<file path="src/rtl/mem_port_arbiter.sv">
// ============================================================================
// Module      : mem_port_arbiter
// Description : Shares one memory port between instruction fetch and data
//               access, data-side priority with fetch starvation guard and
//               a watchdog that force-completes stuck accesses.
// Revision    : 1.0 - initial release
// ============================================================================
`default_nettype none

module mem_port_arbiter #(
    parameter int STARVE_LIMIT = 4,
    parameter int TIMEOUT      = 255
) (
    input  logic        clk,
    input  logic        reset,
    input  logic        i_req,
    input  logic [31:0] i_addr,
    output logic        i_valid,
    output logic [31:0] i_rdata,
    input  logic        d_req,
    input  logic        d_we,
    input  logic [31:0] d_addr,
    input  logic [31:0] d_wdata,
    input  logic [3:0]  d_wstrb,
    output logic        d_valid,
    output logic [31:0] d_rdata,
    output logic        m_req,
    output logic        m_we,
    output logic [31:0] m_addr,
    output logic [31:0] m_wdata,
    output logic [3:0]  m_wstrb,
    input  logic        m_ready,
    input  logic [31:0] m_rdata,
    output logic        stall_if,
    output logic        stall_mem,
    output logic        err
);

    localparam int c_sw = $clog2(STARVE_LIMIT + 1);
    localparam int c_tw = $clog2(TIMEOUT + 1);
    localparam logic [c_sw-1:0] c_starve_max = c_sw'(STARVE_LIMIT);
    localparam logic [c_tw-1:0] c_tmo_max    = c_tw'(TIMEOUT);

    typedef enum logic [1:0] {
        IDLE   = 2'd0,
        BUSY_I = 2'd1,
        BUSY_D = 2'd2
    } state_t;

    state_t          state_q, state_d;
    logic            m_req_q, m_req_d;
    logic            m_we_q, m_we_d;
    logic [31:0]     m_addr_q, m_addr_d;
    logic [31:0]     m_wdata_q, m_wdata_d;
    logic [3:0]      m_wstrb_q, m_wstrb_d;
    logic            err_q, err_d;
    logic [c_sw-1:0] starve_q, starve_d;
    logic [c_tw-1:0] tmo_q, tmo_d;

    logic w_busy, w_tmo_hit, w_done, w_arb;
    logic w_i_cand, w_d_cand, w_grant_i, w_grant_d;

    always_comb begin
        w_busy    = (state_q != IDLE);
        w_tmo_hit = w_busy && !m_ready && (tmo_q == c_tmo_max);
        w_done    = w_busy && (m_ready || w_tmo_hit);
        w_arb     = !w_busy || w_done;
        // The side that is completing this cycle cannot win the next grant.
        w_i_cand  = w_arb && i_req && (state_q != BUSY_I);
        w_d_cand  = w_arb && d_req && (state_q != BUSY_D);
        w_grant_d = w_d_cand && !(w_i_cand && (starve_q == c_starve_max));
        w_grant_i = w_i_cand && !w_grant_d;

        state_d   = state_q;
        m_req_d   = m_req_q;
        m_we_d    = m_we_q;
        m_addr_d  = m_addr_q;
        m_wdata_d = m_wdata_q;
        m_wstrb_d = m_wstrb_q;
        tmo_d     = tmo_q;
        err_d     = err_q | w_tmo_hit;
        starve_d  = starve_q;

        if (w_grant_d) begin
            state_d   = BUSY_D;
            m_req_d   = 1'b1;
            m_we_d    = d_we;
            m_addr_d  = d_addr;
            m_wdata_d = d_wdata;
            m_wstrb_d = d_we ? d_wstrb : 4'b0000;
            tmo_d     = '0;
        end else if (w_grant_i) begin
            state_d   = BUSY_I;
            m_req_d   = 1'b1;
            m_we_d    = 1'b0;
            m_addr_d  = i_addr;
            m_wdata_d = '0;
            m_wstrb_d = 4'b0000;
            tmo_d     = '0;
        end else if (w_done) begin
            state_d   = IDLE;
            m_req_d   = 1'b0;
            m_we_d    = 1'b0;
            m_wstrb_d = 4'b0000;
        end else if (w_busy) begin
            tmo_d     = tmo_q + c_tw'(1);
        end

        if (!i_req || w_grant_i) begin
            starve_d = '0;
        end else if (w_grant_d && (starve_q != c_starve_max)) begin
            starve_d = starve_q + c_sw'(1);
        end
    end

    always_ff @(posedge clk) begin
        if (reset) begin
            state_q   <= IDLE;
            m_req_q   <= 1'b0;
            m_we_q    <= 1'b0;
            m_addr_q  <= '0;
            m_wdata_q <= '0;
            m_wstrb_q <= 4'b0000;
            err_q     <= 1'b0;
            starve_q  <= '0;
            tmo_q     <= '0;
        end else begin
            state_q   <= state_d;
            m_req_q   <= m_req_d;
            m_we_q    <= m_we_d;
            m_addr_q  <= m_addr_d;
            m_wdata_q <= m_wdata_d;
            m_wstrb_q <= m_wstrb_d;
            err_q     <= err_d;
            starve_q  <= starve_d;
            tmo_q     <= tmo_d;
        end
    end

    // A forced completion returns zero data rather than whatever is on m_rdata.
    assign i_valid   = w_done && (state_q == BUSY_I);
    assign d_valid   = w_done && (state_q == BUSY_D);
    assign i_rdata   = (i_valid && m_ready) ? m_rdata : '0;
    assign d_rdata   = (d_valid && m_ready) ? m_rdata : '0;
    assign stall_if  = i_req & ~i_valid;
    assign stall_mem = d_req & ~d_valid;
    assign m_req     = m_req_q;
    assign m_we      = m_we_q;
    assign m_addr    = m_addr_q;
    assign m_wdata   = m_wdata_q;
    assign m_wstrb   = m_wstrb_q;
    assign err       = err_q;

endmodule

`default_nettype wire

</file>
<file path="config.mk">
export PLATFORM = sky130hd
export DESIGN_NAME = mem_port_arbiter
export DESIGN_NICKNAME = d
export VERILOG_FILES = /design/src/rtl/mem_port_arbiter.sv
export SDC_FILE = /design/constraint.sdc
export NUM_CORES = 1
export LEC_CHECK = 0
export BUFFER_PORTS_ARGS = -buffer_cell sky130_fd_sc_hd__buf_2
export CAP_MARGIN = 20
export CORE_MARGIN = 2
export CORE_UTILIZATION = 30
export CTS_CLUSTER_DIAMETER = 40
export CTS_CLUSTER_SIZE = 8
export DETAILED_ROUTE_END_ITERATION = 12
export PLACE_DENSITY = 0.68
export SYNTH_ARGS = -nofsm -noshare
export SYNTH_HDL_FRONTEND = slang
export SYNTH_SLANG_ARGS = --single-unit
export TNS_END_PERCENT = 30
</file>
<file path="constraint.sdc">
create_clock -name clk -period 4.2 [get_ports clk]
set_clock_uncertainty 0.15 [all_clocks]
set_input_delay 0.63 -clock clk [delete_from_list [all_inputs] [get_ports clk]]
set_output_delay 0.63 -clock clk [all_outputs]
set_load 0.01 [all_outputs]
</file>
==> flow_summary.json, run 1 <==
{
  "track_usage_pct": 16.9,
  "clock_path_buffers": 2,
  "cellPowerDensity_nw_per_um2": 367,
  "min_delay_path_depth": 2,
  "setup_tns_ps": 0,
  "min_to": "m_req$_SDFFE_PP0P_",
  "clock_sinks": 84,
  "rrSetupSlack_ps": 1300,
  "synthArstFlopShare_pct": 0,
  "final_layout_size_suffix_gt1_share_pct": 44.0,
  "ys_warn_count": 0,
  "overflow": 0,
  "rows": 43,
  "detail-route-antenna-nets": 0,
  "postCtsSetupBuffers": 0,
  "ys_ff_latch": 84,
  "syn_avg_cell_area_um2": 9.22,
  "r2r-start": "tmo_q[0]$_SDFFE_PP0P_",
  "clock_latency_ps": 330,
  "slew_headroom_pct": 43.3,
  "htreeDepth": 3,
  "drt_iter0_drc": 230,
  "synth_ff_type": "dfxtp_1",
  "fin_ws_ps": 1300,
  "antenna_found_initial": 1,
  "p_leak_nw": 2.96,
  "wl_per_cell_um": 15.4,
  "hold_path.class": "reg -> reg",
  "swShare_pct": 28.0,
  "grt_max_degree": 54,
  "ir_drop_mv": 0.224,
  "synth_top_area_cell": "dfxtp_1",
  "synth.yosys.seq_area_share_pct": 40.1,
  "final-instance-count-excl-fill": 893,
  "synth_cell_types": 42,
  "p_comb_share_pct": 19.7,
  "path_max_fanout": 21,
  "pwr-share-seq_pct": 40.6,
  "status": "finished clean",
  "critPathKind": "reg -> reg",
  "power.total_mw": 2.21,
  "clk_pin_slew_ps": 60,
  "finalSetupViolations": 0,
  "place_ws_ps": 1300,
  "die_h_um": 122,
  "num_vias": 4427,
  "period_needed_ps": 2900,
  "worst_pin_slew_ps": 851,
  "area_delta_synth_final_pct": 43.7,
  "min_from": "m_req$_SDFFE_PP0P_",
  "hold_ws_ps": 305,
  "p_sw_mw": 0.620,
  "numPortBuffers": 276,
  "coreArea_um2": 13800,
  "postLayoutCoreUtil_pct": 43.8,
  "viasPerCell": 4.96,
  "slew_viol_final": 0,
  "yosysTopAreaCellShare_pct": 40.1,
  "hold_viol_final": 0,
  "crit_arrival_ps": 3030,
  "syn_inst": 455,
  "stdcell_area_um2": 6030,
  "cts_tree": "yes",
  "r2r-end": "m_addr[27]$_SDFFE_PP0P_",
  "cts_buffers": 9,
  "firstDrtPassIters": 4,
  "dp_hpwl_um": 10200,
  "period_share_pct": 69.1,
  "syn_area_um2": 4200,
  "rsz0062_at_grt": "no",
  "design.portCount": 277,
  "worst_r2r_path_depth": 7,
  "synth-edff-count": 0,
  "synth.area.top_cells": "dfxtp_1 (40%), and2_1 (9.7%), a221o_1 (7.6%), a22o_1 (6.7%), nor3b_1 (5.7%)",
  "root_buffer": "clkbuf_16",
  "final_nets": 848,
  "yosysMostFrequentCell": "dfxtp_1",
  "wl_um": 13700,
  "start_util_pct": 30.5,
  "place_congestion": 0.818,
  "internal_power_mw": 1.59,
  "drc_errors": 0,
  "syn-num-nets": 596,
  "ctsResizeCount": 0,
  "grt_pass1_wl_um": 20200,
  "cp-start-kind": "flop",
  "cp.required_ps": 4320,
  "placed_area_um2": 5700,
  "p_clk_share_pct": 39.7,
  "die_w_um": 122,
  "die-area_um2": 14900,
  "max_cap_viol_count": 0,
  "endpoint_kind": "flop",
  "yosys-top-cells-count": "dfxtp_1 (84), and2_1 (65), nand2b_1 (36)",
  "postCtsHoldBufs": 0,
  "dpl.cell_count": 876,
  "grt_pass1_vias": 4143,
  "fmax_ghz": 0.344
}
==> layout by cell type (no fill, tap or decap), drive strengths merged, types with 3 or more instances in the layout <==
cell,instances
clkbuf,9
or2,3
a221o,32
inv,6
buf,286
dfxtp,84
nor2,19
nand4,7
a21oi,10
nand3,9
nor2b,3
ha,3
xor2,6
nand2b,36
nor3,4
nand2,8
and2,65
a31oi,3
nor4,32
nor3b,33
a22o,32
==> worst max-delay path, cell delays in order (launching register included) <==
cell and delay, ps:
dfxtp_1 390, ha_1 240, nand2_1 110, o311ai_2 450, or3b_1 510, nand2_1 440, buf_4 350, a221o_1 190
==> routing by layer <==
| metal | vias up | global-route usage [%] | part of all wire (%) |
|---|---|---|---|
| met5 | - | 0 | 0 |
| met4 | 0 | 5.46 | 1.8 |
| met1 | 2025 | 19.6 | 41 |
| met3 | 18 | 4.23 | 7.9 |
| li1 | 2178 | - | - |
| met2 | 206 | 30.4 | 49 |
==> state kept, by name, indices dropped and copies added, names as in the netlist <==
signal and flops:
m_addr 32, tmo_q 8, starve_q 3, m_wstrb 4
state_q 2, err 1, m_we 1, m_wdata 32
m_req 1
==> worst max path at each step <==
stage | to | from
global route | m_addr[15]$_SDFFE_PP0P_ | tmo_q[0]$_SDFFE_PP0P_
detailed placement | m_addr[19]$_SDFFE_PP0P_ | tmo_q[0]$_SDFFE_PP0P_
finish | m_addr[27]$_SDFFE_PP0P_ | tmo_q[0]$_SDFFE_PP0P_
floorplan | m_addr[26]$_SDFFE_PP0P_ | tmo_q[0]$_SDFFE_PP0P_
CTS | m_addr[19]$_SDFFE_PP0P_ | tmo_q[0]$_SDFFE_PP0P_
global placement | m_addr[27]$_SDFFE_PP0P_ | tmo_q[0]$_SDFFE_PP0P_
==> area by class of cell <==
class                           count  area [µm²]
Sequential cell                    84        1680
Antenna cell                        1        2.50
Multi-Input combinational cell    323        2310
Clock buffer                        9         225
Fill cell                        1387        7740
Inverter                            3        11.3
Timing Repair Buffer              286        1470
Tap cell                          180         225
Clock inverter                      7         105
==> power by group through the flow <==
| stage | clock, mW | sequential [mW] | combinational (mW) |
|---|---|---|---|
| CTS | 0.896 | 0.896 | 0.440 |
| floorplan | 0 | 0.938 | 0.220 |
| finish | 0.877 | 0.897 | 0.436 |
| global placement | 0 | 0.914 | 0.435 |
| global route | 0.932 | 0.904 | 0.479 |
| detailed placement | 0 | 0.913 | 0.439 |
==> cell families (layout without fill, tap and decap cells) <==
group | after synthesis | after routing | share of synthesized area (%)
muxes | 3 | 3 | 0.746
xor gates and xnor gates | 7 | 7 | 1.46
other | 0 | 1 | 0
and+or+nand+nor | 222 | 222 | 32.6
buffers and inverters | 48 | 305 | 5.43
AOI/OAI and AO/OA | 88 | 88 | 18.8
DFF | 84 | 84 | 40.1
adders and majority gates | 3 | 3 | 0.895
(Power assumes the default switching activity.)
==> run 2: changes to the inputs <==
--- a/config.mk
+++ b/config.mk
@@ -5,6 +5,7 @@
 export SDC_FILE = /design/constraint.sdc
 export NUM_CORES = 1
 export LEC_CHECK = 0
+export ABC_AREA = 1
 export BUFFER_PORTS_ARGS = -buffer_cell sky130_fd_sc_hd__buf_2
 export CAP_MARGIN = 20
 export CORE_MARGIN = 2
@@ -12,7 +13,7 @@
 export CTS_CLUSTER_DIAMETER = 40
 export CTS_CLUSTER_SIZE = 8
 export DETAILED_ROUTE_END_ITERATION = 12
-export PLACE_DENSITY = 0.68
+export PLACE_DENSITY = 0.7
 export SYNTH_ARGS = -nofsm -noshare
 export SYNTH_HDL_FRONTEND = slang
 export SYNTH_SLANG_ARGS = --single-unit
==> constraint.sdc (replaced) <==
create_clock -name clk -period 2.5 [get_ports clk]
set_clock_uncertainty 0.15 [all_clocks]
set_input_delay 0.375 -clock clk [delete_from_list [all_inputs] [get_ports clk]]
set_output_delay 0.375 -clock clk [all_outputs]
set_load 0.01 [all_outputs]
==> run 2 against run 1 <==
Against the previous run:
- critical path depth rose by 2
- sequential cell count did not move
- cell count is 23% higher
- sequential power is 68% higher
- cell area is 0.48% higher
- largest cell class unchanged
- critical endpoint is now stall_if
==> flow_summary.json, run 2 <==
{
  "status": "finished clean",
  "root_buffer": "clkbuf_16",
  "postLayoutCoreUtil_pct": 43.6,
  "cpPeakStageDelay_ps": 370,
  "ys_ff_latch": 84,
  "final_layout_size_suffix_gt1_share_pct": 34.6,
  "synth-edff-count": 0,
  "path_max_fanout": 4,
  "crit_arrival_ps": 1810,
  "power.total_mw": 3.76,
  "synth.area.top_cells": "dfxtp_1 (40%), nor2_1 (12%), nand2_1 (11%), a21oi_1 (9.4%), inv_1 (7.1%)",
  "die_h_um": 123,
  "placed_area_um2": 5730,
  "min_from": "d_wdata[22]",
  "fill_cells": 1497,
  "final_cell_mix": "buf_2 (276), nor2_1 (141), nand2_1 (125)",
  "worst_pin_slew_ps": 574,
  "cts_tree": "yes",
  "cp.required_ps": 1980,
  "endpoint_kind": "output port",
  "r2r-end": "m_wdata[17]$_SDFFE_PP0P_",
  "cp-start-kind": "flop",
  "die-area_um2": 15100,
  "diodes": 0,
  "path_common_cell": "nand2_2",
  "slowest_stage": "dfxtp_1",
  "num_vias": 4867,
  "finalSetupViolations": 0,
  "slew_headroom_pct": 61.7,
  "cts_buffers": 9,
  "die_w_um": 123,
  "clock_sinks": 84,
  "synth_ff_type": "dfxtp_1",
  "detail-route-antenna-nets": 0,
  "viasPerCell": 4.42,
  "clk_pin_slew_ps": 60,
  "cellPowerDensity_nw_per_um2": 621,
  "area.sequential_um2": 1680,
  "hold_viol_final": 0,
  "fmax_ghz": 0.428,
  "period_needed_ps": 2340,
  "drt_iter0_drc": 168,
  "clock_latency_ps": 340,
  "drc_errors": 0,
  "start_util_pct": 30.6,
  "critPathKind": "reg -> out",
  "hold_ws_ps": 122,
  "yosysMostFrequentCell": "nor2_1",
  "grt_pass1_vias": 4307,
  "coreArea_um2": 13900,
  "grt_pass1_wl_um": 20700,
  "synth.yosys.seq_area_share_pct": 39.6,
  "period_share_pct": 93.4,
  "syn_inst": 660,
  "rsz0062_at_grt": "no",
  "synthArstFlopShare_pct": 0,
  "max_cap_viol_count": 0,
  "syn_area_um2": 4250,
  "numPortBuffers": 276,
  "r2r-start": "tmo_q[0]$_SDFFE_PP0P_",
  "final_nets": 1057,
  "clock_path_buffers": 2,
  "setup_tns_ps": 0,
  "slew_viol_final": 0,
  "place_congestion": 0.847,
  "rrSetupSlack_ps": 350,
  "cp_cell_sequence": "ha_1 -> nand2_2 -> nor2_4 -> nand4_1 -> nand2_2 -> inv_1 -> nor3_2 -> nor2_1 -> buf_2",
  "rows": 43,
  "yosysTopAreaCellShare_pct": 39.6,
  "hold_path.class": "in -> reg",
  "wl_per_cell_um": 12.3,
  "design.portCount": 277,
  "dp_hpwl_um": 10100,
  "antenna_found_initial": 0,
  "final_common_cell": "buf_2",
  "place_ws_ps": 359,
  "synth_top_area_cell": "dfxtp_1",
  "track_usage_pct": 17.4,
  "firstDrtPassIters": 4,
  "worst_r2r_path_depth": 11,
  "ir_drop_mv": 0.436,
  "overflow": 0,
  "grt_max_degree": 52,
  "synth_cell_types": 25,
  "ys_warn_count": 0,
  "syn_avg_cell_area_um2": 6.44,
  "yosys-top-cells-count": "nor2_1 (141), nand2_1 (127), dfxtp_1 (84)",
  "final-instance-count-excl-fill": 1100,
  "syn-num-nets": 801,
  "htreeDepth": 3,
  "fin_ws_ps": 165,
  "p_leak_nw": 3.40,
  "min_delay_path_depth": 3,
  "wl_um": 13500,
  "stdcell_area_um2": 6060,
  "dpl.cell_count": 1085,
  "multi_input_area_um2": 2040,
  "area_delta_synth_final_pct": 42.6,
  "min_to": "m_wdata[22]$_SDFFE_PP0P_"
}
[run 2: cell count changes in the layout (fill, tap and decap cells not counted), moves of 33 or more]
cell	delta
a21oi_1	+70
nand3_1	+33
inv_1	+77
nor2_1	+123
nand2_1	+117
nand2b_1	-36
and2_1	-65
o21ai_0	+33
[run 2: kinds of logic after synthesis]
family	synth area share [%]
DFF	39.6
and+or+nand+nor	32.4
AOI/OAI and AO/OA	13.4
adders and majority gates	0.883
xor gates and xnor gates	1.03
buffers and inverters	12.7
[run 2: metal layers]
metal	vias up	GRT usage, %	share of wire [%]
met5	-	0	0
met4	0	5.61	1.3
met3	15	6.69	8.8
met2	155	29.1	47
met1	2138	20.4	43
li1	2559	-	-
[run 2: critical path, delay by kind of cell (launching register included)]
family	cells	cell delay (ps)
flops	1	370
fa+ha+maj	1	190
buf+inv	2	220
simple gates	6	690
[run 2: timing repair]
action                                  CTS  global route
setup buffers                             0             0
resized for setup                         0             3
hold buffers                              0             0
endpoints found under the setup margin    0             3
[run 2: worst max path at each step]
stage	cells after the start	start	slack, ps	end
after floorplan	8	tmo_q[0]$_SDFFE_PP0P_	570	stall_if
after global placement	11	tmo_q[0]$_SDFFE_PP0P_	400	starve_q[0]$_SDFFE_PP0P_
after detailed placement	11	tmo_q[0]$_SDFFE_PP0P_	360	starve_q[2]$_SDFFE_PP0P_
after CTS	9	tmo_q[0]$_SDFFE_PP0P_	30	stall_if
after global routing	9	tmo_q[0]$_SDFFE_PP0P_	10	stall_if
final	9	tmo_q[0]$_SDFFE_PP0P_	160	stall_if
[run 2: power by group]
part | switching [mW] | total, mW | leakage, nW | internal [mW]
clock | 0.566 | 1.44 | 0.151 | 0.871
sequential | 0.0553 | 1.51 | 0.691 | 1.45
combinational | 0.495 | 0.819 | 2.56 | 0.324
total | 1.12 | 3.76 | 3.40 | 2.64
[run 2: area by class of cell]
type | instances | share of cell area, %
Inverter | 82 | 5.08
Timing Repair Buffer | 287 | 24.6
Clock buffer | 9 | 3.72
Clock inverter | 6 | 1.49
Multi-Input combinational cell | 452 | 33.6
Sequential cell | 84 | 27.8
Tap cell | 180 | 3.72
